==> src/rtl/branch_resolve_unit_pkg.sv <==
// Shared IDs, predictor counter encodings and decode helpers for the branch resolve unit.
package branch_pkg;

  localparam int unsigned ID_BEQ  = 15;
  localparam int unsigned ID_BNE  = 16;
  localparam int unsigned ID_BGT  = 17;
  localparam int unsigned ID_BGTE = 18;
  localparam int unsigned ID_BLE  = 19;
  localparam int unsigned ID_BLEQ = 20;
  localparam int unsigned ID_J    = 21;
  localparam int unsigned ID_JR   = 22;
  localparam int unsigned ID_JAL  = 23;

  typedef logic [1:0] ctr_t;

  localparam ctr_t SNT = 2'd0;
  localparam ctr_t WNT = 2'd1;
  localparam ctr_t WT  = 2'd2;
  localparam ctr_t ST  = 2'd3;

  function automatic logic is_cond_branch(input int unsigned id);
    return (id >= ID_BEQ) && (id <= ID_BLEQ);
  endfunction

endpackage

==> src/rtl/branch_resolve_unit_if.sv <==
// Instruction-in / result-out stream between register-read, the branch unit and fetch.
interface branch_resolve_unit_if #(
  parameter int DATA_W = 32,
  parameter int ID_W   = 6
);
  logic              in_valid;
  logic              in_ready;
  logic [DATA_W-1:0] pc_in;
  logic [ID_W-1:0]   id_in;
  logic [DATA_W-1:0] rs_val;
  logic [DATA_W-1:0] rt_val;
  logic [DATA_W-1:0] offset;
  logic              pred_in;
  logic              out_valid;
  logic              out_ready;
  logic              taken;
  logic [DATA_W-1:0] next_pc;
  logic [DATA_W-1:0] link_val;
  logic              link_we;
  logic              mispredict;
  logic              warn_signal;

  modport master (
    output in_valid, pc_in, id_in, rs_val, rt_val, offset, pred_in, out_ready,
    input  in_ready, out_valid, taken, next_pc, link_val, link_we, mispredict, warn_signal
  );

  modport slave (
    input  in_valid, pc_in, id_in, rs_val, rt_val, offset, pred_in, out_ready,
    output in_ready, out_valid, taken, next_pc, link_val, link_we, mispredict, warn_signal
  );
endinterface

==> src/rtl/branch_resolve_unit_bht_table.sv <==
// PC-indexed table of 2-bit saturating direction counters with a combinational read port.
module bht_table
  import branch_pkg::*;
#(
  parameter int ENTRIES = 16,
  parameter int IDX_W   = 4
) (
  input  logic             clk,
  input  logic             reset,
  input  logic [IDX_W-1:0] rd_idx,
  output logic             rd_taken,
  input  logic             upd_en,
  input  logic [IDX_W-1:0] upd_idx,
  input  logic             upd_taken
);

  ctr_t ctr [ENTRIES];

  function automatic ctr_t sat_inc(input ctr_t c);
    return (c == ST) ? ST : c + 2'd1;
  endfunction

  function automatic ctr_t sat_dec(input ctr_t c);
    return (c == SNT) ? SNT : c - 2'd1;
  endfunction

  // Read sees the pre-update value; a same-cycle write lands on the next edge.
  assign rd_taken = ctr[rd_idx][1];

  always_ff @(posedge clk or posedge reset) begin
    if (reset) begin
      for (int i = 0; i < ENTRIES; i++) ctr[i] <= WNT;
    end else if (upd_en) begin
      ctr[upd_idx] <= upd_taken ? sat_inc(ctr[upd_idx]) : sat_dec(ctr[upd_idx]);
    end
  end

endmodule

==> src/rtl/branch_resolve_unit.sv <==
// Registered branch resolver: decodes, compares, computes next PC/link and trains the BHT.
module branch_resolve_unit
  import branch_pkg::*;
#(
  parameter int DATA_W      = 32,
  parameter int ID_W        = 6,
  parameter int BHT_ENTRIES = 16
) (
  input  logic              clk,
  input  logic              reset,
  input  logic [DATA_W-1:0] lk_pc,
  output logic              lk_taken,
  branch_resolve_unit_if.slave bus
);

  localparam int IDX_W = $clog2(BHT_ENTRIES);

  logic                     fire;
  int unsigned              id_int;
  logic signed [DATA_W-1:0] rs_s;
  logic signed [DATA_W-1:0] rt_s;
  logic        [DATA_W-1:0] pc_plus1;
  logic        [DATA_W-1:0] branch_tgt;
  logic        [DATA_W-1:0] jump_tgt;
  logic                     cond_taken;
  logic                     is_jump;
  logic                     known;
  logic                     taken_c;
  logic        [DATA_W-1:0] next_pc_c;
  logic                     link_we_c;
  logic        [DATA_W-1:0] link_val_c;
  logic                     lk_pc_unused;

  logic                     vld_p1;
  logic                     taken_p1;
  logic        [DATA_W-1:0] next_pc_p1;
  logic        [DATA_W-1:0] link_val_p1;
  logic                     link_we_p1;
  logic                     mispredict_p1;
  logic                     warn_p1;

  assign bus.in_ready = !vld_p1 || bus.out_ready;
  assign fire         = bus.in_valid && bus.in_ready;

  assign id_int     = 32'(bus.id_in);
  assign rs_s       = $signed(bus.rs_val);
  assign rt_s       = $signed(bus.rt_val);
  assign pc_plus1   = bus.pc_in + {{(DATA_W-1){1'b0}}, 1'b1};
  assign branch_tgt = pc_plus1 + bus.offset;

  always_comb begin
    cond_taken = 1'b0;
    is_jump    = 1'b0;
    jump_tgt   = '0;
    known      = 1'b1;
    case (id_int)
      ID_BEQ:  cond_taken = (rs_s == rt_s);
      ID_BNE:  cond_taken = (rs_s != rt_s);
      ID_BGT:  cond_taken = (rs_s >  rt_s);
      ID_BGTE: cond_taken = (rs_s >= rt_s);
      ID_BLE:  cond_taken = (rs_s <  rt_s);
      ID_BLEQ: cond_taken = (rs_s <= rt_s);
      ID_J, ID_JAL: begin
        is_jump  = 1'b1;
        jump_tgt = bus.offset;
      end
      ID_JR: begin
        is_jump  = 1'b1;
        jump_tgt = bus.rs_val;
      end
      default: known = 1'b0;
    endcase
  end

  assign taken_c    = is_jump || cond_taken;
  assign next_pc_c  = is_jump ? jump_tgt : (cond_taken ? branch_tgt : pc_plus1);
  assign link_we_c  = (id_int == ID_JAL);
  assign link_val_c = link_we_c ? pc_plus1 : '0;

  // ---- stage p0 -> p1: result register, held while the consumer stalls ----
  always_ff @(posedge clk or posedge reset) begin
    if (reset) begin
      vld_p1        <= 1'b0;
      taken_p1      <= 1'b0;
      next_pc_p1    <= '0;
      link_val_p1   <= '0;
      link_we_p1    <= 1'b0;
      mispredict_p1 <= 1'b0;
      warn_p1       <= 1'b0;
    end else begin
      if (fire) begin
        vld_p1        <= 1'b1;
        taken_p1      <= taken_c;
        next_pc_p1    <= next_pc_c;
        link_val_p1   <= link_val_c;
        link_we_p1    <= link_we_c;
        mispredict_p1 <= taken_c ^ bus.pred_in;
        warn_p1       <= !known;
      end else if (bus.out_ready) begin
        vld_p1 <= 1'b0;
      end
    end
  end

  assign bus.out_valid   = vld_p1;
  assign bus.taken       = taken_p1;
  assign bus.next_pc     = next_pc_p1;
  assign bus.link_val    = link_val_p1;
  assign bus.link_we     = link_we_p1;
  assign bus.mispredict  = mispredict_p1;
  assign bus.warn_signal = warn_p1;

  // Only the low PC bits index the predictor; aliasing is accepted.
  assign lk_pc_unused = ^lk_pc[DATA_W-1:IDX_W];

  bht_table #(
    .ENTRIES (BHT_ENTRIES),
    .IDX_W   (IDX_W)
  ) u_bht (
    .clk       (clk),
    .reset     (reset),
    .rd_idx    (lk_pc[IDX_W-1:0]),
    .rd_taken  (lk_taken),
    .upd_en    (fire && is_cond_branch(id_int)),
    .upd_idx   (bus.pc_in[IDX_W-1:0]),
    .upd_taken (cond_taken)
  );

endmodule

==> src/flat_wrapper.sv <==
// flat-port wrapper written by rule: the top's interface ports become plain ports
module branch_resolve_unit_flat import branch_pkg::*;
#(
  parameter int DATA_W      = 32,
  parameter int ID_W        = 6,
  parameter int BHT_ENTRIES = 16
)
  (clk, reset, lk_pc, lk_taken, bus_in_valid, bus_pc_in, bus_id_in, bus_rs_val, bus_rt_val, bus_offset, bus_pred_in, bus_out_ready, bus_in_ready, bus_out_valid, bus_taken, bus_next_pc, bus_link_val, bus_link_we, bus_mispredict, bus_warn_signal);
  branch_resolve_unit_if #(.DATA_W(DATA_W), .ID_W(ID_W)) bus_i ();
  input  logic clk;
  input  logic reset;
  input  logic [DATA_W-1:0] lk_pc;
  output logic lk_taken;
  input wire logic [$bits(bus_i.in_valid)-1:0] bus_in_valid;
  input wire logic [$bits(bus_i.pc_in)-1:0] bus_pc_in;
  input wire logic [$bits(bus_i.id_in)-1:0] bus_id_in;
  input wire logic [$bits(bus_i.rs_val)-1:0] bus_rs_val;
  input wire logic [$bits(bus_i.rt_val)-1:0] bus_rt_val;
  input wire logic [$bits(bus_i.offset)-1:0] bus_offset;
  input wire logic [$bits(bus_i.pred_in)-1:0] bus_pred_in;
  input wire logic [$bits(bus_i.out_ready)-1:0] bus_out_ready;
  output wire logic [$bits(bus_i.in_ready)-1:0] bus_in_ready;
  output wire logic [$bits(bus_i.out_valid)-1:0] bus_out_valid;
  output wire logic [$bits(bus_i.taken)-1:0] bus_taken;
  output wire logic [$bits(bus_i.next_pc)-1:0] bus_next_pc;
  output wire logic [$bits(bus_i.link_val)-1:0] bus_link_val;
  output wire logic [$bits(bus_i.link_we)-1:0] bus_link_we;
  output wire logic [$bits(bus_i.mispredict)-1:0] bus_mispredict;
  output wire logic [$bits(bus_i.warn_signal)-1:0] bus_warn_signal;
  assign bus_i.in_valid = bus_in_valid;
  assign bus_i.pc_in = bus_pc_in;
  assign bus_i.id_in = bus_id_in;
  assign bus_i.rs_val = bus_rs_val;
  assign bus_i.rt_val = bus_rt_val;
  assign bus_i.offset = bus_offset;
  assign bus_i.pred_in = bus_pred_in;
  assign bus_i.out_ready = bus_out_ready;
  assign bus_in_ready = bus_i.in_ready;
  assign bus_out_valid = bus_i.out_valid;
  assign bus_taken = bus_i.taken;
  assign bus_next_pc = bus_i.next_pc;
  assign bus_link_val = bus_i.link_val;
  assign bus_link_we = bus_i.link_we;
  assign bus_mispredict = bus_i.mispredict;
  assign bus_warn_signal = bus_i.warn_signal;
  branch_resolve_unit #(.DATA_W(DATA_W), .ID_W(ID_W), .BHT_ENTRIES(BHT_ENTRIES)) u_core (.clk(clk), .reset(reset), .lk_pc(lk_pc), .lk_taken(lk_taken), .bus(bus_i));
endmodule
==> config.mk <==
export PLATFORM = sky130hd
export DESIGN_NAME = branch_resolve_unit_flat
export DESIGN_NICKNAME = d
export VERILOG_FILES = /design/src/rtl/branch_resolve_unit_pkg.sv /design/src/rtl/branch_resolve_unit_if.sv /design/src/rtl/branch_resolve_unit_bht_table.sv /design/src/rtl/branch_resolve_unit.sv /design/src/flat_wrapper.sv
export SDC_FILE = /design/constraint.sdc
export NUM_CORES = 1
export LEC_CHECK = 0
export ABC_AREA = 1
export CORE_AREA = 2 2 98 195
export CTS_BUF_LIST = sky130_fd_sc_hd__clkbuf_4 sky130_fd_sc_hd__clkbuf_8 sky130_fd_sc_hd__clkbuf_16
export DETAILED_ROUTE_END_ITERATION = 8
export DIE_AREA = 0 0 100 197
export PLACE_DENSITY = 0.8
export SLEW_MARGIN = 20
export SYNTH_ARGS = -nofsm -noshare
export SYNTH_HDL_FRONTEND = slang
export SYNTH_SLANG_ARGS = --single-unit
==> constraint.sdc <==
create_clock -name clk -period 5 [get_ports clk]
set_clock_uncertainty 0.2 [all_clocks]
set_input_delay 1.25 -clock clk [delete_from_list [all_inputs] [get_ports clk]]
set_output_delay 1.25 -clock clk [all_outputs]
set_load 0.02 [all_outputs]
==> impl_metrics.csv, run 1 <==
group,metric,value,unit
status,status,"complete, no violations",
sta,fin_crit_sh,0.944,
floorplanning,pin_count,242,
sta,relSlewSlack,0.369,
synthesis,syn_area_per_cell,6.64,sq um
floorplanning,core,0.0182,sq mm
clocking,cts_root_buffer,"clkbuf_16",
power_and_ir_drop,comb_power_share,0.388,
setup_path,critPathRequiredTime,5.09,ns
power_and_ir_drop,p_seq_frac,0.343,
power_and_ir_drop,power.total,2.65,mW
synthesis,ys_ff_latch,101,
cells_and_area,layout.nets,1930,
run,max_cap_violations,0,
grt,grt_max_degree,78,
sta,hold_viol_final,0,
route,viasPerCell,5.56,
route,vias,10629,
sta,worstMarginPinSlew,0.945,ns
clocking,cts_made_buffers,9,
cells_and_area,final_cell_mix,"nand2_1, clkdlybuf4s50_1, inv_1, buf_4, nor2_1",
clocking,cts_tree,"yes",
sta,worst_slack,0.282,ns
synthesis,synth_ff_type,"dfrtp_1",
cells_and_area,area_growth,42.5,%
synthesis,synth_edf_count,0,
synthesis,syn-instance-count,1350,
setup_path,end_kind,"flop",
synthesis,ys_warn_count,0,
hold_path,min_path_type,"reg2reg",
synthesis,syn_nets,1589,
route,drc,0,
setup_path,worstPathArrival,4.81,ns
synthesis,syn_area,0.00896,sq mm
placement,pre_cts_slack,-0.198,ns
route,drt_pass1_iterations,6,
grt,antenna_found_initial,0,
placement,placed_cell_area,0.0123,sq mm
power_and_ir_drop,powerDensity,207,mW/mm^2
grt,grt_overflow_total,0,
grt,grt_pass1_vias,10889,
floorplanning,die_y,197,um
route,drt_iter0_markers,493,
floorplanning,die_area,0.0197,sq mm
setup_path,startpoint_type,"input pin",
clocking,clk_pin_slew_worst_paths,0.07,ns
clocking,clockBufferDepth,2,
cells_and_area,post-route-util,0.700,
placement,portBuffers,213,
cells_and_area,diodes,0,
power_and_ir_drop,p_switching,0.934,mW
cells_and_area,stdcell_area,0.0128,sq mm
cells_and_area,layout_commonest_cell,"nand2_1",
synthesis,seq_area_frac_synth,0.284,
route,wire_per_inst,18.5,um
sta,drv_slew,0,
sta,fin_crit,4.72,ns
placement,finalWeightedCongestion,0.963,
setup_path,crit_type,"in2reg",
setup_path,crit_fanout,4,
clocking,cts_hold_buf,0,
power_and_ir_drop,p_leak,6.33,nW
power_and_ir_drop,clkPwrFrac,0.268,
sta,fin_setup_tns,0,ns
floorplanning,die_w,100,um
power_and_ir_drop,internal-power,1.71,mW
power_and_ir_drop,switching_share,0.353,
cells_and_area,drive_above_1_share,0.141,
clocking,htree_levels,3,
power_and_ir_drop,ir_worst_vdd,0.174,mV
sta,fmax,212,MHz
clocking,cts_num_sinks,101,
grt,grt_pass1_wl,54500,um
placement,dpl.hpwl,28600,um
synthesis,synthArstFlopShare,1.00,
floorplanning,initial_core_util,0.492,
clocking,clock_latency,0.36,ns
grt,globalRouteTotalUtil,0.363,
floorplanning,rows,70,
sta,setup_viol,0,
synthesis,synth_cell_types,49,
route,antenna_left,0,
route,postRouteWirelength,35400,um
## cell type report
cell class	count	area (sq um)
clock buffer	10	239
clock inverter	6	53.8
fill	1618	5460
inverter	182	686
multi-input combinational	1025	5620
sequential	101	2550
tap	216	270
timing repair buffer	372	3350
## flip-flops by register name (all words and copies together), names as in the netlist
name	count
u_core.bus.link_val	32
u_core.bus.next_pc	32
u_core.u_bht.ctr	32
u_core.bus.link_we	1
u_core.bus.mispredict	1
u_core.bus.out_valid	1
u_core.bus.taken	1
u_core.bus.warn_signal	1
## logic make-up (layout without fill, tap and decap cells)
family                     after synthesis  in the layout  share of synthesized area
AOI/OAI and AO/OA                      236            236                      0.151
xor gates and xnor gates                46             46                     0.0450
adders and majority gates               68             68                     0.0958
buffers and inverters                  224            570                     0.0999
DFF                                    101            101                      0.284
muxes                                    4              4                    0.00447
and+or+nand+nor                        671            671                      0.319
## repair_timing
action | 4_1_cts | 5_1_grt
setup buffers | 0 | 2
endpoints found under the setup margin | 0 | 11
resized for setup | 0 | 25
## worst max-delay path, cell delays in order
cell             delay [ns]
clkdlybuf4s50_1        0.53
nand2_1                0.13
buf_4                  0.15
nor2_1                 0.20
nand2_1                0.08
nor2_1                 0.11
nand2_1                0.11
xor2_2                 0.23
inv_1                  0.13
ha_1                   0.35
a21oi_1                0.30
o21ai_0                0.17
a21oi_1                0.18
nand3_2                0.16
a21oi_1                0.21
xnor2_1                0.15
inv_1                  0.05
nand2_1                0.07
nand3_1                0.10
a21oi_1                0.14
## worst paths after layout
| kind | startpoint | endpoint | slack [ns] | cells past startpoint |
|---|---|---|---|---|
| worst max-delay path | bus_pc_in[7] | u_core.bus.next_pc[27] | 0.28 | 20 |
| worst min-delay path | u_core.u_bht.ctr[6] | u_core.u_bht.ctr[6] | 0.27 | 2 |
| worst max register to register | u_core.bus.out_valid | u_core.bus.link_val[29] | 2.42 | 8 |
| max in group asynchronous | reset | u_core.u_bht.ctr[0] | 2.73 | 3 |
| min in group asynchronous | reset | u_core.bus.link_val[0] | 1.11 | 2 |
| worst min register to register | u_core.u_bht.ctr[6] | u_core.u_bht.ctr[6] | 0.27 | 2 |
## routing by layer
| metal | global-route usage | routed length [um] |
|---|---|---|
| met1 | 0.320 | 10900 |
| met2 | 0.694 | 19500 |
| met3 | 0.0638 | 1920 |
| met4 | 0.287 | 3160 |
| met5 | 0 | 0 |
## power by group through the flow
stage	Sequential [mW]	Combinational, mW	Clock [mW]
CTS	0.908	1.02	0.714
floorplan	0.979	0.444	0
global placement	0.921	0.997	0
finish	0.908	1.03	0.710
global route	0.914	1.12	0.743
detailed placement	0.923	1.01	0
## synthesized netlist by cell type (all sizes together), types with 14 or more instances
cell type	count	area share
clkbuf	23	0.0096
dfrtp	85	0.24
nor2	134	0.058
xor2	32	0.031
inv	181	0.076
nor3	16	0.010
ha	67	0.094
nand4	50	0.035
buf	19	0.014
xnor2	14	0.014
a221oi	26	0.025
nand2	392	0.17
o21ai	86	0.049
nand3	58	0.034
dfstp	16	0.047
a21oi	97	0.055
## stage by stage
stage | hold WS, ns | std cells
floorplan | 0.244 | 1350
global placement | 0.254 | 1894
detailed placement | 0.256 | 1894
CTS | 0.268 | 1910
global route | 0.285 | 1912
finish | 0.268 | 1912
(Power assumes the default switching activity.)
==> run 2: changes to the inputs <==
--- a/config.mk
+++ b/config.mk
@@ -11,6 +11,7 @@
 export DETAILED_ROUTE_END_ITERATION = 8
 export DIE_AREA = 0 0 100 197
 export PLACE_DENSITY = 0.8
+export REMOVE_ABC_BUFFERS = 1
 export SLEW_MARGIN = 20
 export SYNTH_ARGS = -nofsm -noshare
 export SYNTH_HDL_FRONTEND = slang
==> run 2 against run 1 <==
Compared with the run above:
- via count shrank 1.1%
- wire length shrank 7.4%
- hold slack gained 0.0014 ns
- non-clock buffer count shrank 42
- sequential share of layout area grew 0.60 points
- count of clock-buffer cells in the layout grew 3
- critical path depth shrank 14
- core utilization shrank 2.0 points
- global-route usage shrank 2.9 points
- cell count shrank 2.1%
- largest power group unchanged
==> impl_metrics.csv, run 2 (synthesis gave the netlist of run 1 again) <==
group,metric,value,unit
cells_and_area,layout_commonest_cell,"nand2_1",
grt,grt_overflow_total,0,
cells_and_area,drive_above_1_share,0.115,
cells_and_area,layout.nets,1888,
floorplanning,rows,70,
sta,hold_viol_final,0,
route,vias,10516,
grt,globalRouteTotalUtil,0.334,
floorplanning,core,0.0182,sq mm
sta,setup_viol,0,
power_and_ir_drop,powerDensity,209,mW/mm^2
setup_path,crit_fanout,12,
hold_path,holdPathStages,2,
route,viasPerCell,5.62,
sta,worstMarginPinSlew,0.828,ns
sta,fin_crit_sh,0.963,
setup_path,cp_common_cell,"clkdlybuf4s50_1",
setup_path,crit_cells,6,
run,max_cap_violations,0,
grt,antenna_found_initial,1,
route,antenna_left,0,
floorplanning,die_area,0.0197,sq mm
cells_and_area,final_cell_mix,"nand2_1, clkdlybuf4s50_1, inv_1, nor2_1, buf_4",
placement,pre_cts_slack,-0.0734,ns
clocking,clockBufferDepth,2,
sta,fin_setup_tns,0,ns
power_and_ir_drop,power.total,2.59,mW
route,drt_iter0_markers,575,
setup_path,startpoint_type,"input pin",
placement,dpl.hpwl,26300,um
clocking,cts_num_sinks,101,
setup_path,cp_slowest_cell,"clkdlybuf4s50_1",
cells_and_area,post-route-util,0.680,
route,drc,0,
setup_path,critPathBufInv,2,
grt,grt_max_degree,78,
setup_path,crit_type,"in2out",
cells_and_area,seq_area,0.00255,sq mm
sta,worst_slack,0.188,ns
clocking,htree_levels,3,
setup_path,rr_worst_depth,9,
clocking,cts_root_buffer,"clkbuf_16",
clocking,cts_tree,"yes",
floorplanning,die_y,197,um
power_and_ir_drop,p_leak,6.10,nW
sta,fmax,208,MHz
clocking,clk_pin_slew_worst_paths,0.07,ns
sta,drv_slew,0,
placement,dp_cells,1854,
setup_path,worstPathCellList,"clkdlybuf4s50_1 -> mux2i_1 -> o21ai_0 -> o211ai_1 -> o31ai_1 -> clkdlybuf4s50_1",
cells_and_area,stdcell_area,0.0124,sq mm
setup_path,end_kind,"output pin",
hold_path,min_path_type,"reg2reg",
grt,grt_pass1_wl,51400,um
floorplanning,pin_count,242,
setup_path,worstPathArrival,3.36,ns
setup_path,path_delay_family,"buffers and inverters",
cells_and_area,fillers,1638,
route,postRouteWirelength,32800,um
placement,finalWeightedCongestion,1.10,
route,drt_pass1_iterations,7,
clocking,cts_hold_buf,0,
cells_and_area,instances_no_fill,1871,
cells_and_area,multiInputGateArea,0.00557,sq mm
status,status,"complete, no violations",
clocking,clock_latency,0.35,ns
placement,placed_cell_area,0.0120,sq mm
grt,grt_pass1_vias,10649,
cells_and_area,area_growth,38.3,%
sta,rsz0062_at_grt,"true",
setup_path,critPathRequiredTime,3.55,ns
placement,portBuffers,213,
floorplanning,initial_core_util,0.492,
sta,whs,0.269,ns
sta,relSlewSlack,0.448,
route,wire_per_inst,17.5,um
sta,fin_crit,4.81,ns
setup_path,slowest_delay,0.79,ns
clocking,cts_made_buffers,9,
power_and_ir_drop,ir_worst_vdd,0.177,mV
floorplanning,die_w,100,um
-- run 2: cell count changes in the layout (fill, tap and decap cells not counted), moves of 2 or more --
cell	before	now
nor2_4	3	1
nor3_1	11	13
buf_4	158	117
nand3_1	53	55
clkdlybuf4s50_1	210	212
nor2_2	6	8
clkinv_2	0	2
clkbuf_8	1	3
dlymetal6s2s_1	3	1
-- run 2: final cells by class --
| type | instances | area share |
|---|---|---|
| multi-input combinational | 1025 | 0.450 |
| timing repair buffer | 330 | 0.243 |
| sequential | 101 | 0.206 |
| inverter | 182 | 0.0556 |
| clock buffer | 13 | 0.0221 |
| tap | 216 | 0.0218 |
| clock inverter | 3 | 0.00152 |
| antenna | 1 | 0.000202 |
-- run 2: what timing repair did --
| action | CTS | global route |
|---|---|---|
| endpoints found under the setup margin | 0 | 9 |
| buffers inserted | 0 | 0 |
| gates resized for setup | 0 | 13 |
-- run 2: worst min-delay path: stages (launching register included) --
cell     delay, ns
dfstp_2       0.37
nand2_1       0.05
nand2_1       0.05
-- run 2: path summary, 6_finish.rpt --
path / startpoint / slack (ns) / end
max: lk_pc[0] / 0.19 / lk_taken
min: u_core.u_bht.ctr[8] / 0.27 / u_core.u_bht.ctr[8]
max reg2reg: u_core.bus.out_valid / 2.50 / u_core.u_bht.ctr[17]
min reg2reg: u_core.u_bht.ctr[8] / 0.27 / u_core.u_bht.ctr[8]
max in group asynchronous: reset / 2.64 / u_core.bus.next_pc[14]
min in group asynchronous: reset / 1.19 / u_core.bus.next_pc[25]
-- run 2: per-layer routing --
layer	GRT usage	wire, um	vias up
met5	0	0	-
met3	0.0365	1480	140
met2	0.643	18100	424
met1	0.319	10900	4908
li1	-	-	5044
met4	0.229	2390	0
-- run 2: power breakdown --
group,total (mW),switching (mW),internal [mW],leakage (nW)
Sequential,0.906,0.0309,0.875,1.26
Clock,0.701,0.317,0.384,0.149
Combinational,0.986,0.536,0.449,4.69
